### src/rtl/sub_pkg.sv
// Shared definitions for the bit-serial subtractor:
// FSM state encoding and the default operand width.
package sub_pkg;

  localparam int WIDTH_DEF = 8;

  typedef enum logic [1:0] {
    IDLE  = 2'd0,
    SHIFT = 2'd1,
    DONE  = 2'd2
  } state_t;

endpackage

### src/rtl/full_sub_cell.sv
// One-bit full subtractor: d = a - b - bin.
// Ports: a, b, bin (borrow in) -> d (difference), bout (borrow out).
module full_sub_cell (
  input  logic a,
  input  logic b,
  input  logic bin,
  output logic d,
  output logic bout
);

  logic axb;

  assign axb  = a ^ b;
  assign d    = axb ^ bin;
  assign bout = (~a & b) | (~axb & bin);

endmodule

### src/rtl/serial_subtractor.sv
// Bit-serial unsigned subtractor, one bit per clock, LSB first.
// Ports: clk, rst (sync, active-high), start, a, b -> busy, done, diff, borrow_out.
module serial_subtractor
  import sub_pkg::*;
#(
  parameter int WIDTH = WIDTH_DEF
) (
  input  logic             clk,
  input  logic             rst,
  input  logic             start,
  input  logic [WIDTH-1:0] a,
  input  logic [WIDTH-1:0] b,
  output logic             busy,
  output logic             done,
  output logic [WIDTH-1:0] diff,
  output logic             borrow_out
);

  localparam int CW = $clog2(WIDTH + 1);
  localparam logic [CW-1:0] LAST = CW'(WIDTH - 1);

  state_t           state;
  logic [WIDTH-1:0] a_sh;
  logic [WIDTH-1:0] b_sh;
  logic [WIDTH-1:0] res_sh;
  logic             bor;
  logic [CW-1:0]    cnt;

  logic             d_bit;
  logic             b_next;
  logic [WIDTH-1:0] res_next;

  full_sub_cell u_cell (
    .a    (a_sh[0]),
    .b    (b_sh[0]),
    .bin  (bor),
    .d    (d_bit),
    .bout (b_next)
  );

  // New difference bit enters at the MSB so that after WIDTH
  // steps the LSB-first stream sits in natural bit order.
  assign res_next = {d_bit, res_sh[WIDTH-1:1]};

  always_ff @(posedge clk) begin
    if (rst) begin
      state      <= IDLE;
      a_sh       <= '0;
      b_sh       <= '0;
      res_sh     <= '0;
      bor        <= 1'b0;
      cnt        <= '0;
      busy       <= 1'b0;
      done       <= 1'b0;
      diff       <= '0;
      borrow_out <= 1'b0;
    end else begin
      unique case (state)
        IDLE: begin
          done <= 1'b0;
          if (start) begin
            a_sh   <= a;
            b_sh   <= b;
            res_sh <= '0;
            bor    <= 1'b0;
            cnt    <= '0;
            busy   <= 1'b1;
            state  <= SHIFT;
          end
        end
        SHIFT: begin
          a_sh   <= a_sh >> 1;
          b_sh   <= b_sh >> 1;
          res_sh <= res_next;
          bor    <= b_next;
          cnt    <= cnt + CW'(1);
          if (cnt == LAST) begin
            busy       <= 1'b0;
            done       <= 1'b1;
            diff       <= res_next;
            borrow_out <= b_next;
            state      <= DONE;
          end
        end
        DONE: begin
          done  <= 1'b0;
          state <= IDLE;
        end
        default: begin
          busy  <= 1'b0;
          done  <= 1'b0;
          state <= IDLE;
        end
      endcase
    end
  end

endmodule

### config.mk
export PLATFORM = sky130hd
export DESIGN_NAME = serial_subtractor
export DESIGN_NICKNAME = d
export VERILOG_FILES = /design/src/rtl/sub_pkg.sv /design/src/rtl/full_sub_cell.sv /design/src/rtl/serial_subtractor.sv
export SDC_FILE = /design/constraint.sdc
export NUM_CORES = 1
export LEC_CHECK = 0
export CAP_MARGIN = 15
export CORE_ASPECT_RATIO = 0.7
export CORE_MARGIN = 3
export CORE_UTILIZATION = 56
export CTS_BUF_LIST = sky130_fd_sc_hd__clkbuf_2 sky130_fd_sc_hd__clkbuf_4 sky130_fd_sc_hd__clkbuf_8
export DETAILED_ROUTE_END_ITERATION = 8
export GPL_ROUTABILITY_DRIVEN = 0
export MAX_ROUTING_LAYER = met4
export PLACE_DENSITY = 0.94
export RECOVER_POWER = 100
export SYNTH_ARGS = -nofsm -noshare
export SYNTH_HDL_FRONTEND = slang
export SYNTH_HIERARCHICAL = 1
export SYNTH_SLANG_ARGS = --single-unit
export TNS_END_PERCENT = 100
### constraint.sdc
create_clock -name clk -period 2.2 [get_ports clk]
set_input_delay 0.44 -clock clk [delete_from_list [all_inputs] [get_ports clk]]
set_output_delay 0.44 -clock clk [all_outputs]
set_load 0.01 [all_outputs]
==> metrics.md <==
| Metric | Value |
|---|---|
| Run status | `completed` |
| Final WS setup | `357 ps` |
| Worst Hold Path Cells | `1` |
| Setup violators final | `0` |
| Final instance count without filler cells | `235` |
| Area of the multi-input gates | `771 sq um` |
| Post-CTS Hold Buffers | `0` |
| Mapped Nets | `192` |
| Register area | `821 sq um` |
| Total chip power | `1.50 mW` |
| Reg-to-reg startpoint | `state[0]` |
| Resize count post-CTS | `0` |
| Core Region | `2650 sq um` |
| Ports | `30` |
| Number of hold violations in the final report | `0` |
| Register-to-Register Path Depth | `3` |
| Primary FF master, synth | `dfxtp_1` |
| Worst Hold End | `done` |
| Leading post-synthesis cells by cell area | `dfxtp_1 (49%), a22o_1 (4.7%), o2bb2ai_1 (4.7%), a21oi_1 (4.2%), o311a_1 (4.2%)` |
| Initial antenna violation count | `0` |
| First-pass GRT wire length | `7040 microns` |
| Flops & latches, synth | `41` |
| Area delta synth->final | `23.5%` |
| Drt wl/cell | `18.9 microns` |
| Critical Path Fanout Max | `16` |
| Maximum VDD drop | `0.449 mV` |
| # Post-CTS Setup Buffers | `0` |
| Final #Nets | `221` |
| Power Density | `723 nW/um^2` |
| # DRC | `0` |
| Count of warnings emitted by yosys | `6` |
| Post-route minimum period | `1840 ps` |
| Pleak | `0.816 nW` |
| Count leader, synth | `dfxtp_1` |
| Synth cell types | `40` |
| Global route overflow | `0` |
| Max cap viols | `0` |
| Synth area leader | `dfxtp_1` |
| Sequential fraction of the synthesis area | `0.489` |
| Top Usage Layer GRT | `met2` |
| Fmax | `543 MHz` |
| Worst reg2reg endpoint | `diff[3]` |
| Post-place setup slack | `277 ps` |
| DRT iter0 DRCs | `142` |
| Setup TNS | `0 ps` |
| 1st-pass router iterations | `4` |
| Vias in the first global route | `1439` |
| Largest net degree at the start of global routing | `17` |
| Skew-Pair Late Insertion Delay | `300 ps` |
| Post-DP HPWL | `3080 microns` |
| CTS buffer count | `5` |
| Synth top cells by count | `dfxtp_1 (41), a21oi_1 (14), nor2_1 (14)` |
| Clock sinks | `41` |
| CTS tree | `yes` |
| Grt met2 use | `0.398` |
| Relative slew slack | `0.652` |
| Vias | `1529` |
| Critical Path RT | `2410 ps` |
| Global Route Usage Sum | `0.264` |
| HP Class | `reg2reg` |
| Clk_skew | `8.03 ps` |
| Routing usage on met1 | `0.321` |
| Die area | `3700 sq um` |
| Clock Tree Buf Depth | `2` |
| Global-route met3 utilization | `0.0946` |
| Initial Utilization | `0.635` |
| Top cell type's share of synthesized area | `0.489` |
| Row count | `15` |
| Mapped cell area | `1680 sq um` |
| H-tree Lvls | `2` |
| Die Ht | `51.8 microns` |
| Root buffer selected by CTS | `clkbuf_8` |
| Crit. End Element | `flip-flop` |
| Fillers | `170` |
| Total Wirelength | `4440 microns` |
| Crit share post-route | `0.838` |
| WP data arrival | `2060 ps` |
| Crit path kind | `in2reg` |
| Share of layout cells above drive strength 1 | `0.0846` |
| R2R Setup Slk | `370 ps` |
| Clock transition at the registers of the reported paths | `80 ps` |
| RSZ-0062 raised after global routing | `no` |
| Syn avg cell area | `9.82 sq um` |
| Die Wd | `71.5 microns` |
| Port bufs | `29` |
| Final Max Slew Viols | `0` |
| Worst hold start | `done` |
| Asr flop ratio synth | `0` |
| Placed Instances | `227` |
| Post-synth EDFFs | `0` |
| Startpoint types | `primary input` |
| Synth Instances | `171` |
| Ant diodes | `0` |
| Via density | `6.51` |
| ANT nets after route | `0` |
| Slew @ Worst Pin | `520 ps` |
==> routing by layer <==
| layer | wire length, microns | up-vias |
|---|---|---|
| li1 | - | 703 |
| met1 | 1830 | 727 |
| met3 | 453 | 15 |
| met2 | 2040 | 84 |
| met5 | 0 | - |
| met4 | 104 | 0 |
==> area by class of cell <==
cell class              instances  area share
flip-flops and latches         41       0.396
clock buffers                   7      0.0464
inverters                       6      0.0109
well taps                      34      0.0205
multi-input cells             113       0.372
repair buffers                 33       0.153
clock inverters                 1     0.00241
==> cell usage in the layout, fill, tap and decap left out, types with 2 or more instances in the layout <==
| master | instances |
|---|---|
| nand2_1 | 2 |
| o311a_1 | 7 |
| a31oi_1 | 2 |
| nand3_1 | 4 |
| o31ai_1 | 2 |
| o22ai_1 | 5 |
| a31o_2 | 2 |
| nor2_1 | 14 |
| dfxtp_1 | 41 |
| nand2b_1 | 2 |
| o21ai_0 | 13 |
| nand3b_1 | 2 |
| dlygate4sd3_1 | 13 |
| clkbuf_8 | 7 |
| buf_4 | 3 |
| a21oi_1 | 14 |
| clkdlybuf4s50_1 | 16 |
| a22oi_1 | 2 |
| nor2_2 | 2 |
| a31o_1 | 5 |
| a22o_1 | 9 |
| o2bb2ai_1 | 9 |
| inv_1 | 5 |
| a211oi_1 | 3 |
==> logic make-up (layout without fill, tap and decap cells) <==
family | after synthesis | count (layout) | share of synthesized area
DFF | 41 | 41 | 0.489
and+or+nand+nor | 33 | 33 | 0.107
buffers and inverters | 17 | 47 | 0.0477
muxes | 1 | 1 | 0.00596
AOI/OAI and AO/OA | 77 | 77 | 0.331
adders and majority gates | 2 | 2 | 0.0194
==> metrics by stage <==
stage	area, sq um	utilization	hold slack (ps)
2_1_floorplan	1680	-	442
3_3_place_gp	1980	0.750	436
3_5_place_dp	1980	0.750	448
4_1_cts	2090	0.788	471
5_1_grt	2070	0.784	490
6_report	2070	0.784	469
==> sequential cells by signal (all words and copies together) (netlist names) <==
register	flops
state	2
busy	1
a_sh	8
b_sh	8
res_sh	7
bor	1
cnt	4
done	1
diff	8
borrow_out	1
==> where the power goes <==
| group | total, mW | switching (mW) | internal (mW) |
|---|---|---|---|
| Combinational | 0.161 | 0.0871 | 0.0741 |
| Clock | 0.539 | 0.256 | 0.283 |
| Sequential | 0.799 | 0.0248 | 0.774 |
| Total | 1.50 | 0.368 | 1.13 |
==> how the worst max path moves through the flow <==
stage               startpoint  cells past startpoint      end
floorplan               cnt[0]                      4  diff[3]
global placement           rst                      5  a_sh[6]
detailed placement         rst                      5  b_sh[6]
CTS                    diff[3]                      1  diff[3]
global route          state[0]                      3  diff[2]
finish                     rst                      5  b_sh[4]
==> worst max-delay path, stage by stage <==
cell	delay, ps
dlygate4sd3_1	550
clkinv_1	250
clkbuf_1	410
o21ai_0	180
a21oi_1	210
No activity file was read; power rests on OpenSTA's default activity.
